File: src/rtl/oob_write_filter_pkg.sv
// rtl/oob_write_filter_pkg.sv - shared types and constants for the out-of-range write filter
package oob_write_filter_pkg;

  localparam int ADDR_W = 3;
  localparam int DATA_W = 32;

  localparam int             OOB_CNT_W   = 16;
  localparam logic [15:0]    OOB_CNT_MAX = 16'hFFFF;

  typedef struct packed {
    logic [ADDR_W-1:0] addr;
    logic [DATA_W-1:0] data;
  } wreq_t;

endpackage

File: src/rtl/oob_write_filter_fifo.sv
// rtl/oob_write_filter_fifo.sv - request buffer for the write filter
// Pointers carry one extra wrap bit so full and empty are told apart without a counter.
module oob_write_filter_fifo
  import oob_write_filter_pkg::*;
#(
  parameter int FIFO_DEPTH = 4
) (
  input  logic  clk,
  input  logic  rst_n,
  input  logic  push_i,
  input  wreq_t push_data_i,
  input  logic  pop_i,
  output wreq_t head_o,
  output logic  full_o,
  output logic  empty_o
);

  localparam int PW = $clog2(FIFO_DEPTH);

  wreq_t         mem_q [FIFO_DEPTH];
  logic [PW:0]   wr_ptr_q, wr_ptr_d;
  logic [PW:0]   rd_ptr_q, rd_ptr_d;
  logic          do_push, do_pop;

  assign full_o  = (wr_ptr_q[PW] != rd_ptr_q[PW]) && (wr_ptr_q[PW-1:0] == rd_ptr_q[PW-1:0]);
  assign empty_o = (wr_ptr_q == rd_ptr_q);
  assign do_push = push_i && !full_o;
  assign do_pop  = pop_i && !empty_o;
  assign head_o  = mem_q[rd_ptr_q[PW-1:0]];

  always_comb begin
    wr_ptr_d = wr_ptr_q;
    rd_ptr_d = rd_ptr_q;
    if (do_push) wr_ptr_d = wr_ptr_q + 1'b1;
    if (do_pop)  rd_ptr_d = rd_ptr_q + 1'b1;
  end

  always_ff @(posedge clk) begin
    if (!rst_n) begin
      wr_ptr_q <= '0;
      rd_ptr_q <= '0;
    end else begin
      wr_ptr_q <= wr_ptr_d;
      rd_ptr_q <= rd_ptr_d;
    end
  end

  // Storage needs no reset: the pointers alone decide what is valid.
  always_ff @(posedge clk) begin
    if (do_push) mem_q[wr_ptr_q[PW-1:0]] <= push_data_i;
  end

endmodule

File: src/rtl/oob_write_filter.sv
// rtl/oob_write_filter.sv - range-checking write front end for a non-power-of-two array
// Define OOB_WRAP_EN to issue out-of-range writes at addr % DEPTH instead of dropping them.
module oob_write_filter
  import oob_write_filter_pkg::*;
#(
  parameter int DEPTH      = 7,
  parameter int AW         = ADDR_W,
  parameter int DW         = DATA_W,
  parameter int FIFO_DEPTH = 4
) (
  input  logic                 clk,
  input  logic                 rst_n,
  input  logic                 in_valid,
  output logic                 in_ready,
  input  logic [AW-1:0]        in_addr,
  input  logic [DW-1:0]        in_data,
  output logic                 wr_valid,
  input  logic                 wr_ready,
  output logic [AW-1:0]        wr_addr,
  output logic [DW-1:0]        wr_data,
  output logic                 oob_pulse,
  output logic [OOB_CNT_W-1:0] oob_count,
  output logic                 idle
);

  wreq_t                push_req;
  wreq_t                head;
  logic                 full, empty;
  logic                 head_legal;
  logic                 slot_free;
  logic                 pop;
  logic                 issue;
  logic                 oob_hit;
  logic [AW-1:0]        issue_addr;

  logic                 wr_valid_q, wr_valid_d;
  logic [AW-1:0]        wr_addr_q, wr_addr_d;
  logic [DW-1:0]        wr_data_q, wr_data_d;
  logic                 oob_pulse_q, oob_pulse_d;
  logic [OOB_CNT_W-1:0] oob_count_q, oob_count_d;

  assign push_req.addr = in_addr;
  assign push_req.data = in_data;

  oob_write_filter_fifo #(
    .FIFO_DEPTH (FIFO_DEPTH)
  ) u_fifo (
    .clk         (clk),
    .rst_n       (rst_n),
    .push_i      (in_valid),
    .push_data_i (push_req),
    .pop_i       (pop),
    .head_o      (head),
    .full_o      (full),
    .empty_o     (empty)
  );

  // Extend by one bit so DEPTH == 2**AW still compares correctly.
  assign head_legal = ({1'b0, head.addr} < (AW+1)'(DEPTH));
  assign slot_free  = !wr_valid_q || wr_ready;

`ifdef OOB_WRAP_EN
  assign pop        = !empty && slot_free;
  assign issue      = pop;
  assign issue_addr = head_legal ? head.addr : AW'(32'(head.addr) % 32'(DEPTH));
`else
  assign pop        = !empty && (slot_free || !head_legal);
  assign issue      = pop && head_legal;
  assign issue_addr = head.addr;
`endif

  assign oob_hit = pop && !head_legal;

  always_comb begin
    wr_valid_d  = wr_valid_q;
    wr_addr_d   = wr_addr_q;
    wr_data_d   = wr_data_q;
    oob_pulse_d = oob_hit;
    oob_count_d = oob_count_q;
    if (issue) begin
      wr_valid_d = 1'b1;
      wr_addr_d  = issue_addr;
      wr_data_d  = head.data;
    end else if (wr_ready) begin
      wr_valid_d = 1'b0;
    end
    if (oob_hit && (oob_count_q != OOB_CNT_MAX)) oob_count_d = oob_count_q + 1'b1;
  end

  always_ff @(posedge clk) begin
    if (!rst_n) begin
      wr_valid_q  <= 1'b0;
      wr_addr_q   <= '0;
      wr_data_q   <= '0;
      oob_pulse_q <= 1'b0;
      oob_count_q <= '0;
    end else begin
      wr_valid_q  <= wr_valid_d;
      wr_addr_q   <= wr_addr_d;
      wr_data_q   <= wr_data_d;
      oob_pulse_q <= oob_pulse_d;
      oob_count_q <= oob_count_d;
    end
  end

  assign in_ready  = !full;
  assign wr_valid  = wr_valid_q;
  assign wr_addr   = wr_addr_q;
  assign wr_data   = wr_data_q;
  assign oob_pulse = oob_pulse_q;
  assign oob_count = oob_count_q;
  assign idle      = empty && !wr_valid_q;

endmodule

File: config.mk
export PLATFORM = sky130hd
export DESIGN_NAME = oob_write_filter
export DESIGN_NICKNAME = d
export VERILOG_FILES = /design/src/rtl/oob_write_filter_pkg.sv /design/src/rtl/oob_write_filter_fifo.sv /design/src/rtl/oob_write_filter.sv
export SDC_FILE = /design/constraint.sdc
export NUM_CORES = 1
export LEC_CHECK = 0
export ABC_CLOCK_PERIOD_IN_PS = 4150
export BUFFER_PORTS_ARGS = -buffer_cell sky130_fd_sc_hd__buf_2
export CORE_ASPECT_RATIO = 0.5
export CORE_UTILIZATION = 35
export DETAILED_ROUTE_END_ITERATION = 16
export SLEW_MARGIN = 10
export SYNTH_ARGS = -nofsm -noshare
export SYNTH_HDL_FRONTEND = slang
export SYNTH_HIERARCHICAL = 1
export SYNTH_SLANG_ARGS = --single-unit
File: constraint.sdc
create_clock -name clk -period 4.15 [get_ports clk]
set_clock_uncertainty 0.15 [all_clocks]
set_input_delay 0.83 -clock clk [delete_from_list [all_inputs] [get_ports clk]]
set_output_delay 0.83 -clock clk [all_outputs]
set_load 0.1 [all_outputs]
==> flow_summary.toml <==
[timing]
min_period_ns = 3.46
setup_violations = 0
tightest_slew_ns = 1.03
slew_violations = 0
post-route-period-util = 0.835
rsz0062_at_grt = "false"
max_freq_mhz = 289
relSlewSlack = 0.307
final-hold-violation-count = 0
fin_setup_tns_ns = 0
finalWorstSetupSlack_ns = 0.685

[critical_path]
rrSetupSlack_ns = 1.17
critPathKind = "reg2out"
crit_fanout = 9
startpoint = "u_fifo/wr_ptr_q[1]"
regToRegStartpoint = "u_fifo/wr_ptr_q[0]"
endpoint_kind = "primary output"
cp-start-kind = "flip-flop"
worst-r2r-cell-count = 6
critPathRequiredTime_ns = 3.17
rr_endpoint = "oob_count[9]"
arrival_ns = 2.48

[synthesis]
synth.distinct_cells = 49
synth-async-reset-ratio = 0
synth_top_flop_cell = "edfxtp_1"
syn-num-nets = 549
synth_seq_cells = 201
syn_avg_cell_area_um2 = 15.3
synth_top_area_cell = "edfxtp_1"
yosysWarnings = 6
synth_area_leaders = "edfxtp_1 (55%), dfxtp_1 (16%), mux4_2 (10%)"
syn_inst = 504
synth_area_mm2 = 0.00770
synth_edf_count = 140
synth.top_cell.area_share = 0.546
seq_area_frac_synth = 0.704

[min_path]
hp-class = "reg2reg"
whs_path_depth = 2
worstHoldStart = "wr_data[31]"
whs_endpoint = "wr_data[31]"

[grt]
antenna_found_initial = 0
overflow = 0
grt_max_degree = 47
grt.total_usage = 0.144
grt_pass1_wl_um = 25000
grt_pass1_vias = 4438

[finish]
finalNetCount = 645
design_area_mm2 = 0.00905
fillers = 1901
antennaDiodeCount = 0
fin_util = 0.430
synthToLayoutAreaGrowth_pct = 17.5
drive_gt1_frac = 0.282

[die]
initial_utilization = 0.366
die_w_um = 212
fp.coreArea_mm2 = 0.0211
die-area_mm2 = 0.0226
ios = 94
num_rows = 37
fp.dieH_um = 107

[clocking]
clock_sinks = 201
post_cts_buffers = 0
clock_latency_ns = 0.49
ctsRootBufferMaster = "clkbuf_16"
clockBufferDepth = 3
clk_pin_slew_ns = 0.06
numCtsBuffers = 19
cts_resized = 0
htree_levels = 1
holdBufCountCts = 0
cts_tree = "done"

[detailed_routing]
wirelength_um = 15700
avgRoutedWirePerCell_um = 17.3
drt-initial-drc-count = 291
antenna_left = 0
dr.pass1.iters = 9
drc_errors = 0
vias = 4515
avgViaCountPerCell = 4.99

[status]
status = "finished clean"

[pwr]
power_mw = 7.35
power.leakage_nw = 3.15
max-vdd-ir-drop_uv = 383
powerDensity_mw_per_mm2 = 812

[placement]
place.gp.congestion = 0.800
placed_area_mm2 = 0.00850
io_buffer_count = 93
dp_hpwl_um = 9420
place_ws_ns = 1.20

[job]
drv_cap = 0
## worst max path at each step
| stage | endpoint | slack [ns] | depth (start not counted) |
|---|---|---|---|
| after floorplan | idle | 0.76 | 4 |
| after global routing | idle | 0.49 | 4 |
| after global placement | idle | 1.22 | 4 |
| after detailed placement | idle | 1.20 | 4 |
| final | idle | 0.69 | 4 |
| after CTS | idle | 0.67 | 4 |
## cells in the final DEF, fill, tap and decap left out, types with 3 or more instances in the layout
master,netlist,layout
edfxtp_1,140,140
buf_2,4,93
nand2_1,78,78
dfxtp_1,61,59
a21oi_1,45,45
mux4_2,35,35
clkbuf_16,0,19
o21ai_0,10,10
or4_1,8,8
clkbuf_1,13,8
nand4_1,7,7
nand3_1,7,7
or3_1,7,7
inv_1,6,6
ha_1,6,6
buf_4,1,6
nor3_1,5,5
o31ai_1,5,5
nor2_1,6,5
nand3b_1,5,5
a211o_1,4,4
nor4_1,3,3
o211ai_1,3,3
o221a_2,3,3
clkinv_2,0,3
xor2_1,3,3
xnor2_1,3,3
and2_2,0,3
## cells by family (layout without fill, tap and decap cells)
kind of cell | count (synthesis) | after routing | share of synthesized area
AO/OA/AOI/OAI | 83 | 83 | 0.0666
XOR/XNOR | 6 | 6 | 0.00682
adder cells (fa/ha/maj) | 6 | 6 | 0.00975
buffers and inverters | 31 | 140 | 0.0179
flip-flops | 201 | 201 | 0.704
multiplexers | 37 | 37 | 0.105
AND/OR/NAND/NOR | 140 | 140 | 0.0897
## cell usage after synthesis (6+ instances only)
cell,instances
o21ai_0,10
nand3_1,7
or4_1,8
clkbuf_1,13
ha_1,6
edfxtp_1,140
mux4_2,35
dfxtp_1,61
or3_1,7
a21oi_1,45
nand2_1,78
nor2_1,6
nand4_1,7
inv_1,6
## per-stage QoR
step | hold WS, ns | std cells
5_1_grt | 0.314 | 905
2_1_floorplan | 0.351 | 504
6_report | 0.300 | 905
3_3_place_gp | 0.291 | 871
3_5_place_dp | 0.294 | 871
4_1_cts | 0.303 | 905
## report_power, final
group	internal (mW)	leakage [nW]	switching, mW
registers	2.58	1.79	0.170
logic	0.691	1.09	2.32
clock network	0.871	0.270	0.716
total	4.14	3.15	3.20
## registers in the layout, indices dropped and copies added, names as in the netlist, named ones only
signal           flops
u_fifo/rd_ptr_q      3
u_fifo/wr_ptr_q      3
wr_valid             1
u_fifo/mem_q       140
oob_pulse            1
wr_data             32
oob_count           16
wr_addr              3
## worst max-delay path, cell delays in order, from the launching register on
cell and delay, ns:
dfxtp_1 0.52, xor2_1 0.19, nor3_1 0.66, nor2b_1 0.20, buf_2 0.43
## layout make-up
type	instances	area, um2	share of cell area
tap	292	365	0.0404
clock inverter	6	31.3	0.00346
sequential	201	5430	0.600
timing repair buffer	99	510	0.0564
multi-input combinational	272	2170	0.240
inverter	7	26.3	0.00290
clock buffer	28	519	0.0574
## layer usage
layer	part of all wire	global-route usage
met5	0	0
met4	0.016	0.0352
met3	0.048	0.0328
met2	0.48	0.237
met1	0.46	0.194
No activity file was read; power rests on OpenSTA's default activity.
